### src/rtl/cpu_pkg.sv
// Shared CPU datapath defaults and the register index type.
package cpu_pkg;
    localparam int unsigned DATA_W_DEF = 16;
    localparam int unsigned DEPTH_DEF  = 4;
    localparam int unsigned ADDR_W_DEF = $clog2(DEPTH_DEF);

    typedef logic [ADDR_W_DEF-1:0] reg_idx_t;
endpackage

### src/rtl/reg_scoreboard.sv
// Per-register pending bits marking outstanding long-latency producers.
module reg_scoreboard
    import cpu_pkg::*;
#(
    parameter int unsigned DEPTH    = DEPTH_DEF,
    parameter int unsigned ADDR_W   = $clog2(DEPTH),
    parameter int unsigned ZERO_REG = 0,
    parameter int unsigned BYPASS   = 1
) (
    input  logic              Clock,
    input  logic              Reset,
    input  logic              PendSet,
    input  logic [ADDR_W-1:0] PendRD,
    input  logic              RegWrite,
    input  logic [ADDR_W-1:0] RD,
    input  logic [ADDR_W-1:0] RS,
    input  logic [ADDR_W-1:0] RT,
    output logic              BusyRS,
    output logic              BusyRT,
    output logic              PendAny
);
    logic [DEPTH-1:0] pend_q;
    logic [DEPTH-1:0] pend_d;
    logic             set_en;

    assign set_en = PendSet && !((ZERO_REG != 0) && (PendRD == '0));

    // Set is applied after clear so a new producer issued as the old one retires wins.
    always_comb begin
        pend_d = pend_q;
        if (RegWrite) begin
            pend_d[RD] = 1'b0;
        end
        if (set_en) begin
            pend_d[PendRD] = 1'b1;
        end
    end

    always_ff @(posedge Clock or posedge Reset) begin
        if (Reset) begin
            pend_q <= '0;
        end else begin
            pend_q <= pend_d;
        end
    end

    always_comb begin
        BusyRS  = pend_q[RS] && !((BYPASS != 0) && RegWrite && (RD == RS));
        BusyRT  = pend_q[RT] && !((BYPASS != 0) && RegWrite && (RD == RT));
        PendAny = |pend_q;
    end
endmodule

### src/rtl/reg_file_sb.sv
// Parametrised two-read, one-write register file with write bypass and a
// load-use scoreboard.
module reg_file_sb
    import cpu_pkg::*;
#(
    parameter int unsigned DATA_W   = DATA_W_DEF,
    parameter int unsigned DEPTH    = DEPTH_DEF,
    parameter int unsigned ADDR_W   = $clog2(DEPTH),
    parameter int unsigned ZERO_REG = 0,
    parameter int unsigned BYPASS   = 1
) (
    input  logic              Clock,
    input  logic              Reset,
    input  logic [ADDR_W-1:0] RS,
    input  logic [ADDR_W-1:0] RT,
    input  logic [ADDR_W-1:0] RD,
    input  logic [DATA_W-1:0] WD,
    input  logic              RegWrite,
    output logic [DATA_W-1:0] ReadRS,
    output logic [DATA_W-1:0] ReadRT,
    input  logic              PendSet,
    input  logic [ADDR_W-1:0] PendRD,
    output logic              BusyRS,
    output logic              BusyRT,
    output logic              PendAny
);
    logic [DATA_W-1:0] regs_q [DEPTH];
    logic              wr_en;
    logic              fwd_rs;
    logic              fwd_rt;

    assign wr_en = RegWrite && !((ZERO_REG != 0) && (RD == '0));

    always_ff @(posedge Clock or posedge Reset) begin
        if (Reset) begin
            for (int i = 0; i < int'(DEPTH); i++) begin
                regs_q[i] <= '0;
            end
        end else if (wr_en) begin
            regs_q[RD] <= WD;
        end
    end

    assign fwd_rs = (BYPASS != 0) && wr_en && (RD == RS);
    assign fwd_rt = (BYPASS != 0) && wr_en && (RD == RT);

    // Reset forces zero so a write presented during reset is not forwarded.
    always_comb begin
        ReadRS = '0;
        ReadRT = '0;
        if (!Reset) begin
            ReadRS = fwd_rs ? WD : regs_q[RS];
            ReadRT = fwd_rt ? WD : regs_q[RT];
            if ((ZERO_REG != 0) && (RS == '0)) ReadRS = '0;
            if ((ZERO_REG != 0) && (RT == '0)) ReadRT = '0;
        end
    end

    reg_scoreboard #(
        .DEPTH    (DEPTH),
        .ADDR_W   (ADDR_W),
        .ZERO_REG (ZERO_REG),
        .BYPASS   (BYPASS)
    ) u_scoreboard (
        .Clock    (Clock),
        .Reset    (Reset),
        .PendSet  (PendSet),
        .PendRD   (PendRD),
        .RegWrite (RegWrite),
        .RD       (RD),
        .RS       (RS),
        .RT       (RT),
        .BusyRS   (BusyRS),
        .BusyRT   (BusyRT),
        .PendAny  (PendAny)
    );
endmodule

### config.mk
export PLATFORM = sky130hd
export DESIGN_NAME = reg_file_sb
export DESIGN_NICKNAME = d
export VERILOG_FILES = /design/src/rtl/cpu_pkg.sv /design/src/rtl/reg_scoreboard.sv /design/src/rtl/reg_file_sb.sv
export SDC_FILE = /design/constraint.sdc
export NUM_CORES = 1
export LEC_CHECK = 0
export CORE_MARGIN = 4
export CORE_UTILIZATION = 30
export DETAILED_ROUTE_END_ITERATION = 10
export GPL_TIMING_DRIVEN = 0
export HOLD_SLACK_MARGIN = 0.06
export PLACE_DENSITY = 0.53
export SYNTH_ARGS = -nofsm -noshare
export SYNTH_HDL_FRONTEND = slang
export SYNTH_SLANG_ARGS = --single-unit
### constraint.sdc
create_clock -name Clock -period 6.5 [get_ports Clock]
set_input_delay 1.3 -clock Clock [delete_from_list [all_inputs] [get_ports Clock]]
set_output_delay 1.3 -clock Clock [all_outputs]
set_load 0.05 [all_outputs]
# ---- After elaboration in Yosys (flattened, before gate mapping)
# Cells that the tools add are included.
dict set report word_totals {
  word_cells 56
  regBits 68
  input_bits 28
  out_inout_bits 35
}
dict set report op_classes {
  n_eq_ne 2
  n_mux 23
  reduce_logical 10
  n_lt_le_gt_ge 10
  bitwise_logic 6
}
# op count
set ops {}
lappend ops {{16-bit 2-to-1 mux} 9}
lappend ops {{16-bit binary-select mux with 2-bit select} 2}
lappend ops {{64-bit bitwise mux} 1}
lappend ops {{16-bit demux with 2-bit select} 1}
lappend ops {{2-bit by 3-bit less-than comparator with 1-bit output, second input constant} 4}
lappend ops {{3-bit >= comparator, second input constant} 3}
lappend ops {{2-bit NOT with 3-bit output} 3}
lappend ops {{4-bit 2-to-1 mux} 2}
lappend ops {{1-bit logical AND} 7}
lappend ops {{4-bit AND} 1}
lappend ops {{1-bit binary-select mux with 2-bit select} 2}
lappend ops {{1-bit demux with 2-bit select} 2}
lappend ops {{2-bit equality test} 2}
lappend ops {{2-bit by 1-bit >= comparator with 1-bit output, second input constant} 2}
lappend ops {{1-bit 2-to-1 mux} 4}
lappend ops {{4-bit NOT} 1}
lappend ops {{4-bit OR} 1}
lappend ops {{4-bit OR reduction} 1}
lappend ops {{3-bit by 1-bit less-than comparator with 1-bit output, second input constant} 1}
lappend ops {{1-bit zero test} 2}

# ---- Longest topological paths before layout
dict set report depth {
  ltp_word 9
  mapped_depth 5
}

# ---- Hierarchy
# A second synthesis with hierarchy kept.
dict set report hier_totals {
  hier_cells 328
  hier_area_um2 4399.2
}
# module cells_each area_per_inst_um2 n_inst seq_area_each_um2
set by_module_without_submodules {}
lappend by_module_without_submodules {reg_file_sb 303 4110.2 1 1601.5}
lappend by_module_without_submodules {reg_scoreboard 25 289.0 1 100.1}

# ---- Least setup slack after synthesis
# OpenSTA, ideal clock, no wires.
dict set report synth_timing {
  path_kind {input-to-output}
  from {input RD[1]}
  to {output ReadRS[10]}
  arrival_ps 2825
  slack_ps 2375
  cell_stages 5
  path_buffers 2
  cell_sequence {buf_6 xnor2_2 buf_2 nand4_1 a21oi_1}
}
dict set report synth_via {
  elab_chain_len 4
}
# item line_no
set synth_lines {}
lappend synth_lines {{start: declaration} reg_file_sb.sv:16} ;# input logic [ADDR_W-1:0] RD,
lappend synth_lines {{2-bit equality test} reg_file_sb.sv:44} ;# assign fwd_rs = (BYPASS != 0) && wr_en && (RD == RS);
lappend synth_lines {{1-bit logical AND} reg_file_sb.sv:44}
lappend synth_lines {{16-bit 2-to-1 mux} reg_file_sb.sv:52} ;# ReadRS = fwd_rs ? WD : regs_q[RS];
lappend synth_lines {{16-bit 2-to-1 mux} reg_file_sb.sv:51} ;# if (!Reset) begin
lappend synth_lines {{end: declaration} reg_file_sb.sv:19} ;# output logic [DATA_W-1:0] ReadRS,
# Every way passes these cells.

# ---- Final worst setup path
dict set report layout_timing {
  from {input RS[1]}
  to {output ReadRS[5]}
}
dict set report layout_via {
  elab_chain_len 6
  word_cells_on_any_way 8
}
# item line_no
set layout_lines {}
lappend layout_lines {{start: declaration} reg_file_sb.sv:14} ;# input logic [ADDR_W-1:0] RS,
lappend layout_lines {{2-bit NOT with 3-bit output (not written as such)} reg_file_sb.sv:52}
lappend layout_lines {{16-bit binary-select mux with 2-bit select} reg_file_sb.sv:52}
lappend layout_lines {{16-bit 2-to-1 mux (not written as such) (2 in a row)} reg_file_sb.sv:52}
lappend layout_lines {{16-bit 2-to-1 mux *} reg_file_sb.sv:52}
lappend layout_lines {{16-bit 2-to-1 mux *} reg_file_sb.sv:51}
# Every way passes the cells marked *; elsewhere a longest branch is shown, timed or not. The select of a mux whose other input is x is not followed.

==> impl_metrics.env <==
export IMPL_final_cell_mix="68 x dfrtp_1, 54 x clkdlybuf4s50_1, 50 x mux2_2"
export IMPL_gp_congestion=0.814
export IMPL_rsz0062_at_grt="no"
export IMPL_finalSetupViolCount=0
export IMPL_p_sw_mw=0.530
export IMPL_cts_resized=0
export IMPL_grt_pass1_vias=3545
export IMPL_p_seq_frac=0.353
export IMPL_dp_cells=558
export IMPL_synth_nets=348
export IMPL_initial_core_util=0.305
export IMPL_status="finished, final reports clean"
export IMPL_max_stage_delay_ns=0.86
export IMPL_via_count=3268
export IMPL_rows=44
export IMPL_fp_dieW_microns=129
export IMPL_stdcell_count=574
export IMPL_skew_ns=0
export IMPL_drive_above_1_share=0.318
export IMPL_ir_worst_vdd_uv=150
export IMPL_wire_per_inst_microns=23.2
export IMPL_timing_slew_headroom=0.428
export IMPL_p_comb_frac=0.338
export IMPL_p_leak_nw=2.11
export IMPL_drt_antenna_violating_nets=0
export IMPL_ctsRootBufferMaster="clkbuf_16"
export IMPL_cts_buffers=9
export IMPL_clock_latency_ns=0.33
export IMPL_synth_seq_cells=68
export IMPL_drtPass1Iterations=4
export IMPL_setup_ws_ns=1.78
export IMPL_final_nets=413
export IMPL_period_share=0.726
export IMPL_syn_area_sq_um=4420
export IMPL_grtUsageTotal=0.166
export IMPL_die_height_microns=129
export IMPL_drv_slew=0
export IMPL_clkTransAtPathRegs_ns=0.05
export IMPL_power_density_nw_per_um2=289
export IMPL_boundaryPins=63
export IMPL_diodes=0
export IMPL_cts_hold_buffers=0
export IMPL_wirelength_mm=13.3
export IMPL_die_area_sq_um=16700
export IMPL_cts_tree="yes"
export IMPL_maxCapViolations=0
export IMPL_grt_antenna_before_repair=0
export IMPL_tightest_slew_ns=0.858
export IMPL_crit_chain="buf_4 > xnor2_2 > buf_2 > nand4_1 > a21oi_1 > clkdlybuf4s50_1"
export IMPL_area_growth_pct=24.2
export IMPL_cts_num_sinks=68
export IMPL_dp_slack_ns=1.82
export IMPL_dpl_instance_area_sq_um=5190
export IMPL_ys_warn_count=0
export IMPL_yosys_cell_types_count=28
export IMPL_fmax_mhz=212
export IMPL_post_cts_buffers=0
export IMPL_dpl_hpwl_mm=8.99
export IMPL_fin_tns_setup_ns=0
export IMPL_hp_class="reg -> reg"
export IMPL_postSynthAreaPerCell_sq_um=13.8
export IMPL_coreArea_sq_um=14500
export IMPL_via_per_inst=5.69
export IMPL_end_kind="output port"
export IMPL_overflow=0
export IMPL_final_common_cell="dfrtp_1"
export IMPL_drt_initial_drc_count=253
export IMPL_cts_max_level=3
export IMPL_hold_viol=0
export IMPL_final_min_clock_period_ns=4.72
export IMPL_required_ns=5.20
export IMPL_grt_max_degree=69
export IMPL_clock_power_share=0.309
export IMPL_port_buffers=54
export IMPL_cp_arrival_ns=3.42
export IMPL_yosysSeqAreaShare=0.385
export IMPL_cp_slowest_cell="clkdlybuf4s50_1"
export IMPL_grt_pass1_wl_mm=20.7
export IMPL_clock_path_buffers=2
export IMPL_startpoint_type="primary input"
export IMPL_crit_type="in -> out"
export IMPL_switching_share=0.334
export IMPL_p_int_mw=1.06
export IMPL_final_area_sq_um=5480
export IMPL_cp_max_fo=10
export IMPL_drc=0
export IMPL_postSynthCellCount=320
[per-stage QoR]
step / utilization / power [mW] / hold WS [ns]
after CTS: 0.379 / 1.60 / 0.509
after global placement: 0.358 / 1.09 / 0.486
after detailed placement: 0.358 / 1.10 / 0.497
final: 0.379 / 1.59 / 0.506
after global routing: 0.379 / 1.66 / 0.535
after floorplan: - / 0.934 / 0.465
[registers in the layout, summed over array words and instances, names as in the netlist]
name	flops
regs_q	64
u_scoreboard.pend_q	4
[power groups by stage]
stage | Clock (mW) | Combinational (mW) | Sequential [mW]
finish | 0.490 | 0.535 | 0.560
global route | 0.518 | 0.568 | 0.570
CTS | 0.499 | 0.540 | 0.558
detailed placement | 0 | 0.537 | 0.565
global placement | 0 | 0.532 | 0.558
floorplan | 0 | 0.390 | 0.544
[layout make-up]
cell class | instances | area, sq um
buffer | 33 | 262
clock inverter | 4 | 48.8
fill | 1404 | 8990
timing repair buffer | 54 | 541
sequential | 68 | 1700
clock buffer | 12 | 246
inverter | 5 | 23.8
tap | 184 | 230
multi-input combinational | 214 | 2430
[cell families (layout without fill, tap and decap cells)]
kind of cell,Yosys count,count (layout),share of synthesized area
flops,68,68,0.385
buf+inv,38,108,0.0640
mux,98,98,0.349
compound gates,70,70,0.104
xor+xnor,8,8,0.0346
simple gates,38,38,0.0629
[path summary, 6_finish.rpt]
check / start / end / slack, ns / depth (start not counted)
setup / recovery: RS[1] / ReadRS[5] / 1.78 / 6
hold / removal: regs_q[36] / regs_q[36] / 0.51 / 1
setup reg to reg: regs_q[37] / regs_q[37] / 5.68 / 1
hold reg to reg: regs_q[36] / regs_q[36] / 0.51 / 1
max in group asynchronous: Reset / regs_q[18] / 4.25 / 3
min in group asynchronous: Reset / regs_q[55] / 1.70 / 3
[worst max-delay path: cells and delay by family]
kind                   cells  cell delay (ns)
buffers and inverters      3             1.36
AND/OR/NAND/NOR            1             0.14
XOR/XNOR                   1             0.36
AO/OA/AOI/OAI              1             0.25
[cell usage after synthesis]
cell type / instances / area (sq um)
a21oi_1: 31 / 155
a21oi_2: 1 / 8.76
a32o_1: 2 / 20.0
buf_2: 5 / 25.0
buf_4: 7 / 52.6
buf_6: 12 / 135
buf_8: 1 / 15.0
clkbuf_1: 7 / 26.3
clkbuf_4: 1 / 7.51
dfrtp_1: 68 / 1700
inv_1: 4 / 15.0
inv_4: 1 / 6.26
mux2_1: 14 / 158
mux2_2: 50 / 563
mux4_1: 15 / 394
mux4_2: 19 / 428
nand2_1: 1 / 3.75
nand3_2: 1 / 10.0
nand3b_4: 2 / 40.0
nand4_1: 32 / 200
nor3_4: 1 / 16.3
o31a_1: 2 / 17.5
o31ai_1: 33 / 248
o32ai_1: 1 / 8.76
or4_1: 1 / 7.51
xnor2_2: 4 / 65.1
xor2_2: 2 / 32.5
xor2_4: 2 / 55.1
[per-layer routing]
| layer | wire [microns] | GRT usage |
|---|---|---|
| met5 | 0 | 0 |
| met4 | 239 | 0.0488 |
| met3 | 890 | 0.0519 |
| met2 | 6490 | 0.258 |
| met1 | 5710 | 0.225 |
Note: power is estimated with default switching activity, not from simulation.
